<file path="src/rtl/mem_stage_lsu.sv">
// Memory-stage load/store unit: decodes the EX/MEM access, runs a req/gnt/rvalid
// handshake on a word-addressed data port, stalls the pipeline until the access
// completes and returns lane-selected, sign/zero-extended load data.
module mem_stage_lsu #(
    parameter int unsigned WIDTH       = 32,
    parameter int unsigned TIMEOUT_CYC = 16
) (
    input  logic             CLK,
    input  logic             RST,
    input  logic             MemReadM,
    input  logic             MemWriteM,
    input  logic [2:0]       Funct3M,
    input  logic [WIDTH-1:0] AluResultM,
    input  logic [WIDTH-1:0] WriteDataM,
    output logic             StallM,
    output logic [WIDTH-1:0] ReadDataM,
    output logic             MisalignM,
    output logic             IllegalM,
    output logic             BusErrM,
    output logic             DMemReq,
    output logic             DMemWe,
    output logic [WIDTH-1:0] DMemAddr,
    output logic [3:0]       DMemBe,
    output logic [WIDTH-1:0] DMemWData,
    input  logic             DMemGnt,
    input  logic             DMemRValid,
    input  logic [WIDTH-1:0] DMemRData
);

    localparam int unsigned CntW = (TIMEOUT_CYC > 2) ? $clog2(TIMEOUT_CYC) : 1;

    typedef enum logic [1:0] {StIdle, StReq, StData, StDone} state_e;

    state_e            state_q, state_d;
    logic [CntW-1:0]   cnt_q, cnt_d;
    logic [WIDTH-1:0]  rdata_q, rdata_d;
    logic              bus_err_q, bus_err_d;

    // Access attributes captured when the request is launched.
    logic [WIDTH-1:0]  addr_q;
    logic [2:0]        f3_q;
    logic [3:0]        be_q;
    logic [WIDTH-1:0]  wdata_q;
    logic              we_q;

    logic              op, is_load, legal, misaligned;
    logic [3:0]        be_c;
    logic [WIDTH-1:0]  wdata_c;
    logic [WIDTH-1:0]  shifted;
    logic [WIDTH-1:0]  load_ext;
    logic              timeout;
    logic              launch, stall, req, misalign_f, illegal_f;

    // Decode the incoming M-stage access: legality, alignment, byte mask, store lanes.
    always_comb begin
        op      = MemReadM | MemWriteM;
        is_load = MemReadM;  // read wins when both are set
        legal   = 1'b0;
        if (is_load) begin
            case (Funct3M)
                3'b000, 3'b001, 3'b010, 3'b100, 3'b101: legal = 1'b1;
                default:                                legal = 1'b0;
            endcase
        end else begin
            legal = (Funct3M[2] == 1'b0) && (Funct3M[1:0] != 2'b11);
        end
        case (Funct3M[1:0])
            2'b00: begin
                misaligned = 1'b0;
                be_c       = 4'b0001 << AluResultM[1:0];
                wdata_c    = {4{WriteDataM[7:0]}};
            end
            2'b01: begin
                misaligned = AluResultM[0];
                be_c       = 4'b0011 << {AluResultM[1], 1'b0};
                wdata_c    = {2{WriteDataM[15:0]}};
            end
            default: begin
                misaligned = |AluResultM[1:0];
                be_c       = 4'b1111;
                wdata_c    = WriteDataM;
            end
        endcase
    end

    // Select the addressed lane of the returned word and extend it.
    always_comb begin
        shifted = DMemRData >> {addr_q[1:0], 3'b000};
        case (f3_q)
            3'b000:  load_ext = {{(WIDTH-8){shifted[7]}}, shifted[7:0]};
            3'b001:  load_ext = {{(WIDTH-16){shifted[15]}}, shifted[15:0]};
            3'b100:  load_ext = {{(WIDTH-8){1'b0}}, shifted[7:0]};
            3'b101:  load_ext = {{(WIDTH-16){1'b0}}, shifted[15:0]};
            default: load_ext = shifted;
        endcase
    end

    // Handshake FSM next-state, timeout tracking and per-state outputs.
    always_comb begin
        state_d    = state_q;
        cnt_d      = cnt_q;
        rdata_d    = rdata_q;
        bus_err_d  = 1'b0;
        launch     = 1'b0;
        stall      = 1'b0;
        req        = 1'b0;
        misalign_f = 1'b0;
        illegal_f  = 1'b0;
        timeout    = (cnt_q == CntW'(TIMEOUT_CYC - 1));
        case (state_q)
            StIdle: begin
                if (op) begin
                    if (!legal) begin
                        illegal_f = 1'b1;
                    end else if (misaligned) begin
                        misalign_f = 1'b1;
                    end else begin
                        stall   = 1'b1;
                        launch  = 1'b1;
                        cnt_d   = '0;
                        state_d = StReq;
                    end
                end
            end
            StReq: begin
                req   = 1'b1;
                stall = 1'b1;
                cnt_d = cnt_q + CntW'(1);
                if (DMemGnt) begin
                    state_d = we_q ? StDone : StData;
                end else if (timeout) begin
                    state_d   = StDone;
                    bus_err_d = 1'b1;
                    rdata_d   = '0;
                end
            end
            StData: begin
                stall = 1'b1;
                cnt_d = cnt_q + CntW'(1);
                if (DMemRValid) begin
                    rdata_d = load_ext;
                    state_d = StDone;
                end else if (timeout) begin
                    state_d   = StDone;
                    bus_err_d = 1'b1;
                    rdata_d   = '0;
                end
            end
            default: begin
                state_d = StIdle;
            end
        endcase
    end

    // State, counter, result and captured-access registers with synchronous reset.
    always_ff @(posedge CLK) begin
        if (RST) begin
            state_q   <= StIdle;
            cnt_q     <= '0;
            rdata_q   <= '0;
            bus_err_q <= 1'b0;
            addr_q    <= '0;
            f3_q      <= '0;
            be_q      <= '0;
            wdata_q   <= '0;
            we_q      <= 1'b0;
        end else begin
            state_q   <= state_d;
            cnt_q     <= cnt_d;
            rdata_q   <= rdata_d;
            bus_err_q <= bus_err_d;
            if (launch) begin
                addr_q  <= AluResultM;
                f3_q    <= Funct3M;
                be_q    <= be_c;
                wdata_q <= wdata_c;
                we_q    <= ~is_load;
            end
        end
    end

    // Control outputs are forced low while reset is held, whatever the state.
    always_comb begin
        StallM    = stall & ~RST;
        DMemReq   = req & ~RST;
        DMemWe    = req & we_q & ~RST;
        MisalignM = misalign_f & ~RST;
        IllegalM  = illegal_f & ~RST;
        BusErrM   = bus_err_q & ~RST;
        ReadDataM = rdata_q;
        DMemAddr  = {addr_q[WIDTH-1:2], 2'b00};
        DMemBe    = be_q;
        DMemWData = wdata_q;
    end

endmodule

</file>
<file path="config.mk">
export PLATFORM = sky130hd
export DESIGN_NAME = mem_stage_lsu
export DESIGN_NICKNAME = d
export VERILOG_FILES = /design/src/rtl/mem_stage_lsu.sv
export SDC_FILE = /design/constraint.sdc
export NUM_CORES = 1
export LEC_CHECK = 0
export ABC_AREA = 0
export CAP_MARGIN = 20
export CORE_MARGIN = 4
export CORE_UTILIZATION = 41
export DETAILED_ROUTE_END_ITERATION = 16
export GPL_ROUTABILITY_DRIVEN = 0
export PLACE_DENSITY = 0.78
export SETUP_SLACK_MARGIN = 0.15
export SYNTH_ARGS = -nofsm -noshare
export SYNTH_HDL_FRONTEND = slang
export SYNTH_SLANG_ARGS = --single-unit
</file>
<file path="constraint.sdc">
create_clock -name CLK -period 2.1 [get_ports CLK]
set_clock_uncertainty 0.05 [all_clocks]
set_input_delay 0.42 -clock CLK [delete_from_list [all_inputs] [get_ports CLK]]
set_output_delay 0.42 -clock CLK [all_outputs]
set_load 0.05 [all_outputs]
</file>
# == Word-level counts from Yosys, hierarchy flattened ==
# Index checks and enable logic that the tools add are counted.
# classes
n_eq_ne,16
n_addsub,1
n_mux,39
n_bitwise,11
shifts,3
reduce_logical,13
# op_table
cell,count
32-bit case mux with 2 select lines,2
32-bit case mux with 4 select lines,1
32-bit two-way mux,3
32-bit by 5-bit right shift with 32-bit output,1
1-bit two-way mux,18
4-bit case mux with 2 select lines,2
"3-bit equality test, second input constant",4
2-bit two-way mux,6
4-bit two-way mux,3
"2-bit != test, second input constant",5
1-bit bitwise AND,7
"3-bit by 1-bit equality test with 1-bit output, second input constant",2
3-bit zero test,2
1-bit case mux with 2 select lines,3
2-bit case mux with 3 select lines,1
5-bit OR reduction,1
"4-bit by 1-bit adder with 4-bit output, second input constant",1
"2-bit by 1-bit equality test with 1-bit output, second input constant",2
"4-bit equality test, second input constant",1
2-bit zero test,2
4-bit AND reduction,1
2-bit nonzero test,2
2-bit OR reduction,2
"1-bit by 2-bit << shifter with 4-bit output, first input constant",1
8 further kinds,10
# totals
input_bits,105
output_inout_bits,106
elab_cells,92
regBits,111

# == Depth between registers and ports, before layout ==
# Gate-level depths: netlist (run 1).
# logic_depth
depth_word,8
ltp_mapped,8
depth_no_buf,6

# == Worst setup path after synthesis (run 1) ==
# Ideal clock, no wire load.
# synth_timing
path_kind,reg-to-output
start,register state_q[0]
end,output port IllegalM
stages_incl_launch_ff,7
slack_ps,-814
t_required_ps,1630
arrival_ps,2444
n_path_buf,2
path_cell_list,dfxtp_1 -> inv_1 -> ha_1 -> clkbuf_1 -> o21ai_1 -> clkbuf_1 -> a211oi_1
# synth_between
elab_chain_len,3
# synth_rtl
item,line_no,source
from (decl),34,"state_e state_q, state_d;"
from (signal assigned),158,state_q <= StIdle;
from (signal assigned),168,state_q <= state_d;
2-bit zero test,110,case (state_q)
1-bit two-way mux,110,
1-bit bitwise AND,188,IllegalM = illegal_f & ~RST;
to (decl),18,"output logic IllegalM,"
# No other way between the ends.

# == Worst setup path after layout (run 1) ==
# layout_timing
start,register state_q[0]
end,output port MisalignM
# layout_between
elab_chain_len,3
# layout_rtl
item,line_no,source
2-bit zero test,110,
1-bit two-way mux,110,
1-bit bitwise AND,187,MisalignM = misalign_f & ~RST;
to (decl),17,"output logic MisalignM,"
# No other way between the ends.

==> metrics.yaml, run 1 <==
syn_area_per_cell_um2: 8.46
hold_viol: 0
core-area_um2: 13500
status: "completed"
wl_met1_um: 7610
fin_nets: 976
fin_setup_tns_ns: 0
tritoncts: "done"
worstPathArrival_ns: 1.55
netlist_area_um2: 5720
hold_start: "RST"
top_layer: "met4"
dr.pass1.iters: 6
drive_gt1_frac: 0.184
relSlewSlack: 0.625
seq_area_frac_synth: 0.389
min_period_over_period: 0.962
clk_path_buf_depth: 2
wl_met2_um: 10200
cp_data_required_time_ns: 1.63
avgViaCountPerCell: 5.76
worstPathMaxFanout: 4
ir_drop_v: 0.000511
grt-ovfl-total: 0
crit_path_start_kind: "flip-flop"
power_per_cell_area_nw_per_um2: 837
grt_setup_unrepaired: "true"
drv_slew: 0
dr_wl_met3_um: 1990
port_buffers: 208
min_path_type: "in2reg"
placementRows: 42
dieArea_um2: 15900
async_reset_ff_frac: 0
num_io_pins: 211
total_power_mw: 7.24
route.detailed.drc: 0
path_class: "reg2out"
cts_sinks: 111
yosys_most_used_dff: "dfxtp_1"
grt_pass1_wl_um: 30800
grt_use_total: 0.235
reg2reg_depth: 6
drt-total-wl_um: 20200
finalCriticalPeriod_ns: 2.02
die_width_um: 126
cp-startpoint: "state_q[0]"
die_y_um: 126
timing.rr.end: "ReadDataM[18]"
clkTransAtPathRegs_ns: 0.07
place_hpwl_um: 14000
vias: 6032
yosysWarnings: 0
syn_inst: 676
maxCapViolCount: 0
insertion_delay_ns: 0.36
r2r_start: "addr_q[1]"
htree_levels: 3
cp-end-kind: "primary output"
worst-slew-pin-transition_ns: 0.561
yosysUniqueCellTypes: 53
cts-root-buf: "clkbuf_16"
cts_buffers: 9
cellLeakagePower_nw: 3.46
grt_max_degree: 53
utilization: 0.643
antenna_found_initial: 2
synth_edf_count: 0
rrSetupSlack_ns: 0.19
initial_utilization: 0.425
yosys_register_bits: 111
wl_per_cell_um: 19.3
ant_nets: 0
areaGrowthSynthToFinish_pct: 51.3
fmax_mhz: 495
crit_end: "MisalignM"
first_iter_violations: 523
grt_pass1_vias: 5993
setup_viol: 0
[cell type report]
type                    count  area [um2]
fillers                  1134        4800
multi-input cells         460        3130
repair buffers            277        2710
flip-flops and latches    111        2230
clock buffers              10         239
well taps                 176         220
clock inverters             5        81.3
inverters                   6        30.0
diodes                      2        5.00
[what timing repair did]
action / CTS / global route
endpoints found under the hold margin: 0 / 0
buffers inserted: 11 / 7
pin swaps: 7 / 13
setup endpoints to repair: 188 / 22
resized for setup: 139 / 18
hold buffers: 0 / 0
cloned: 1 / 4
[cells by family after synthesis]
logic type,after synthesis,synth area share
compound gates,266,0.296
fa+ha+maj,6,0.0131
flops,111,0.389
buf+inv,106,0.101
mux,42,0.0790
other cells,1,0.000656
simple gates,144,0.122
[synthesized netlist by cell type (all sizes together) (2+ instances only)]
library cell	count	share of area
a211oi	34	0.053
a21oi	110	0.096
a311oi	12	0.021
and2	2	0.0022
and3	2	0.0022
buf	52	0.065
clkbuf	48	0.032
dfxtp	111	0.39
ha	6	0.013
inv	6	0.0039
mux2	15	0.030
mux2i	26	0.046
nand2	51	0.033
nand2b	5	0.0055
nand3	56	0.049
nand4	2	0.0022
nor2	9	0.0059
nor2b	8	0.0088
o2111ai	9	0.014
o211ai	9	0.012
o21ai	66	0.058
o22ai	2	0.0022
o2bb2ai	7	0.011
o311a	2	0.0035
o311ai	2	0.0044
o31a	2	0.0031
o31ai	3	0.0063
or2	2	0.0022
[per-layer routing]
metal	GRT usage	vias to the layer above
met4	0.0568	0
li1	-	2825
met3	0.0906	46
met2	0.424	311
met1	0.260	2850
met5	0	-
[state kept, by name (all words and copies together) (netlist names)]
name / count
f3_q: 3
DMemBe: 4
ReadDataM: 32
cnt_q: 4
bus_err_q: 1
state_q: 2
DMemWData: 32
we_q: 1
addr_q: 32
[report_power, final]
| part | internal [mW] | switching (mW) | total [mW] |
|---|---|---|---|
| Sequential | 2.32 | 0.134 | 2.45 |
| Combinational | 1.08 | 1.84 | 2.92 |
| Clock | 1.07 | 0.791 | 1.87 |
| Total | 4.47 | 2.76 | 7.24 |
[cells in the final DEF, fill, tap and decap left out, types with 10 or more instances in the layout]
master | synthesis | layout
a21oi_1 | 110 | 109
nand3_1 | 56 | 54
clkbuf_16 | 0 | 13
a311oi_1 | 11 | 10
mux2_2 | 15 | 15
buf_12 | 0 | 10
o21ai_0 | 65 | 63
dfxtp_1 | 111 | 108
dlygate4sd2_1 | 0 | 101
buf_4 | 34 | 57
nand2_1 | 51 | 51
a211oi_1 | 24 | 20
mux2i_1 | 26 | 25
a211oi_2 | 10 | 13
clkdlybuf4s50_1 | 0 | 92
[per-stage QoR]
stage | cell area, um2 | setup slack (ns) | std cells | hold WS [ns]
2_1_floorplan | 5840 | 0.127 | 677 | 0.384
3_3_place_gp | 8010 | -0.264 | 1007 | 0.395
4_1_cts | 8430 | 0.0495 | 1034 | 0.332
3_5_place_dp | 8010 | -0.419 | 1007 | 0.410
6_report | 8650 | 0.0789 | 1047 | 0.348
5_1_grt | 8650 | 0.00108 | 1047 | 0.342
[worst max-delay path: stages (launching register included)]
cell,delay (ns)
dfxtp_4,0.37
inv_4,0.07
ha_4,0.14
o21ai_4,0.09
nor2_2,0.10
nand3_2,0.10
a21oi_4,0.16
buf_12,0.16
[worst min path at each step]
stage	depth (start not counted)	to	slack [ns]
floorplan	1	cnt_q[3]	0.38
global placement	1	cnt_q[3]	0.40
detailed placement	2	ReadDataM[15]	0.41
CTS	2	state_q[1]	0.33
global route	2	state_q[1]	0.34
finish	2	state_q[1]	0.35
Note: power is estimated with default switching activity, not from simulation.
==> run 2: changes to the inputs <==
Settings changed: SKIP_LAST_GASP set to 1.
==> results of run 2 <==
Final layout, timing and power as in run 1 (identical DEF).
==> run 3: changes to the inputs <==
Settings changed: CORE_ASPECT_RATIO set to 1.5, GPL_ROUTABILITY_DRIVEN 0 to unset, RECOVER_POWER set to 50.
==> run 3 against run 2 <==
Global-route usage fell by 0.88 points; via count fell by 5.2%; setup slack improved by 0.026 ns; count of clock-buffer cells in the layout fell by 1; critical path depth fell by 1; non-clock buffer count fell by 11; first-iteration DRC count fell by 60%; critical endpoint is now IllegalM; largest cell class unchanged; highest routed layer unchanged.
==> metrics.yaml, run 3 (synthesis gave the netlist of run 1 again) <==
status: "completed"
initial_utilization: 0.421
clkTransAtPathRegs_ns: 0.07
min_path_type: "reg2reg"
crit_path_start_kind: "flip-flop"
avgViaCountPerCell: 5.61
drv_slew: 0
grt_setup_unrepaired: "true"
cts_buffers: 9
power_per_cell_area_nw_per_um2: 828
path_cells: "inv_4 -> ha_4 -> o21ai_4 -> buf_6 -> a211oi_4 -> buf_12"
cp-end-kind: "primary output"
timing.critical_path.buf_inv: 3
cts_hold_buf: 0
cts-root-buf: "clkbuf_16"
insertion_delay_ns: 0.34
clk_path_buf_depth: 2
setup_viol: 0
multi_input_area_um2: 3050
fin_ws_ns: 0.105
areaGrowthSynthToFinish_pct: 45.3
die_y_um: 153
ant_nets: 0
hold_slack_ns: 0.414
antenna_found_initial: 0
cellLeakagePower_nw: 3.30
relSlewSlack: 0.410
n_antenna_cell: 0
preCtsSetupSlack_ns: -0.364
first_iter_violations: 208
register_area_um2: 2230
slowest_delay_ns: 0.36
path_class: "reg2out"
routabilityCongestion: 0.851
mostFrequentLayoutCell: "a21oi_1"
grt_pass1_wl_um: 29600
final_area_um2: 8310
grt_pass1_vias: 5731
finalCriticalPeriod_ns: 1.99
core-area_um2: 13600
hold_viol: 0
grt-ovfl-total: 0
wl_per_cell_um: 18.4
worstPathArrival_ns: 1.52
port_buffers: 208
grt_max_degree: 62
fin_nets: 965
route.detailed.drc: 0
worst-slew-pin-transition_ns: 0.871
fmax_mhz: 501
cpMaxStageDelayCell: "dfxtp_2"
min_period_over_period: 0.950
rrSetupSlack_ns: 0.15
vias: 5716
cts_sinks: 111
final_cell_mix: "a21oi_1 (109), dfxtp_1 (108), dlygate4sd2_1 (97)"
grt_use_total: 0.226
crit_family: "buffers and inverters"
num_io_pins: 211
die_width_um: 104
total_power_mw: 6.88
maxCapViolCount: 0
dr.pass1.iters: 5
drt-total-wl_um: 18800
drive_gt1_frac: 0.159
worstPathMaxFanout: 5
htree_levels: 3
fin_setup_tns_ns: 0
cp_data_required_time_ns: 1.63
tritoncts: "done"
place_hpwl_um: 13500
fillers: 1252
dpl_cell_area_um2: 8080
ir_drop_v: 0.000655
placementRows: 52
dieArea_um2: 15900
## run 3: metrics by stage
stage                     utilization  std cells
final                           0.611       1018
after global routing            0.611       1018
after CTS                       0.614       1014
after detailed placement        0.594        997
after global placement          0.594        997
after floorplan                     -        677
## run 3: final timing paths
path | startpoint | endpoint | cells past startpoint
max reg2reg | addr_q[1] | ReadDataM[20] | 5
min | ReadDataM[3] | ReadDataM[3] | 2
min reg2reg | ReadDataM[3] | ReadDataM[3] | 2
max | state_q[1] | IllegalM | 6
## run 3: tightest hold or removal path: stages (launching register included)
cell,delay [ns]
dfxtp_1,0.31
nand3_1,0.06
a21oi_1,0.05
## run 3: area by class of cell
type                       count  area share
clock buffer                   9      0.0271
clock inverter                 4     0.00587
inverter                       6     0.00331
multi-input combinational    460       0.367
sequential                   111       0.268
tap                          162      0.0244
timing repair buffer         266       0.304
## run 3: what timing repair did
| item | in CTS | in global routing |
|---|---|---|
| endpoints found under the hold margin | 0 | 0 |
| endpoints found under the setup margin | 183 | 31 |
| setup buffers | 3 | 4 |
| pin swaps | 5 | 1 |
| gates resized for setup | 130 | 14 |
| cloned | 1 | 0 |
## run 3: power by group
group	internal, mW	leakage, nW	switching, mW	total (mW)
sequential	2.32	0.905	0.124	2.44
clock	0.906	0.137	0.743	1.65
combinational	1.01	2.26	1.78	2.79
## run 3: routing by layer
layer / wire length (um) / global-route usage / vias up / part of all wire
li1: - / - / 2802 / -
met2: 10000 / 0.411 / 192 / 0.53
met5: 0 / 0 / - / 0
met4: 637 / 0.0995 / 0 / 0.034
met1: 7000 / 0.249 / 2681 / 0.37
met3: 1120 / 0.0517 / 41 / 0.060
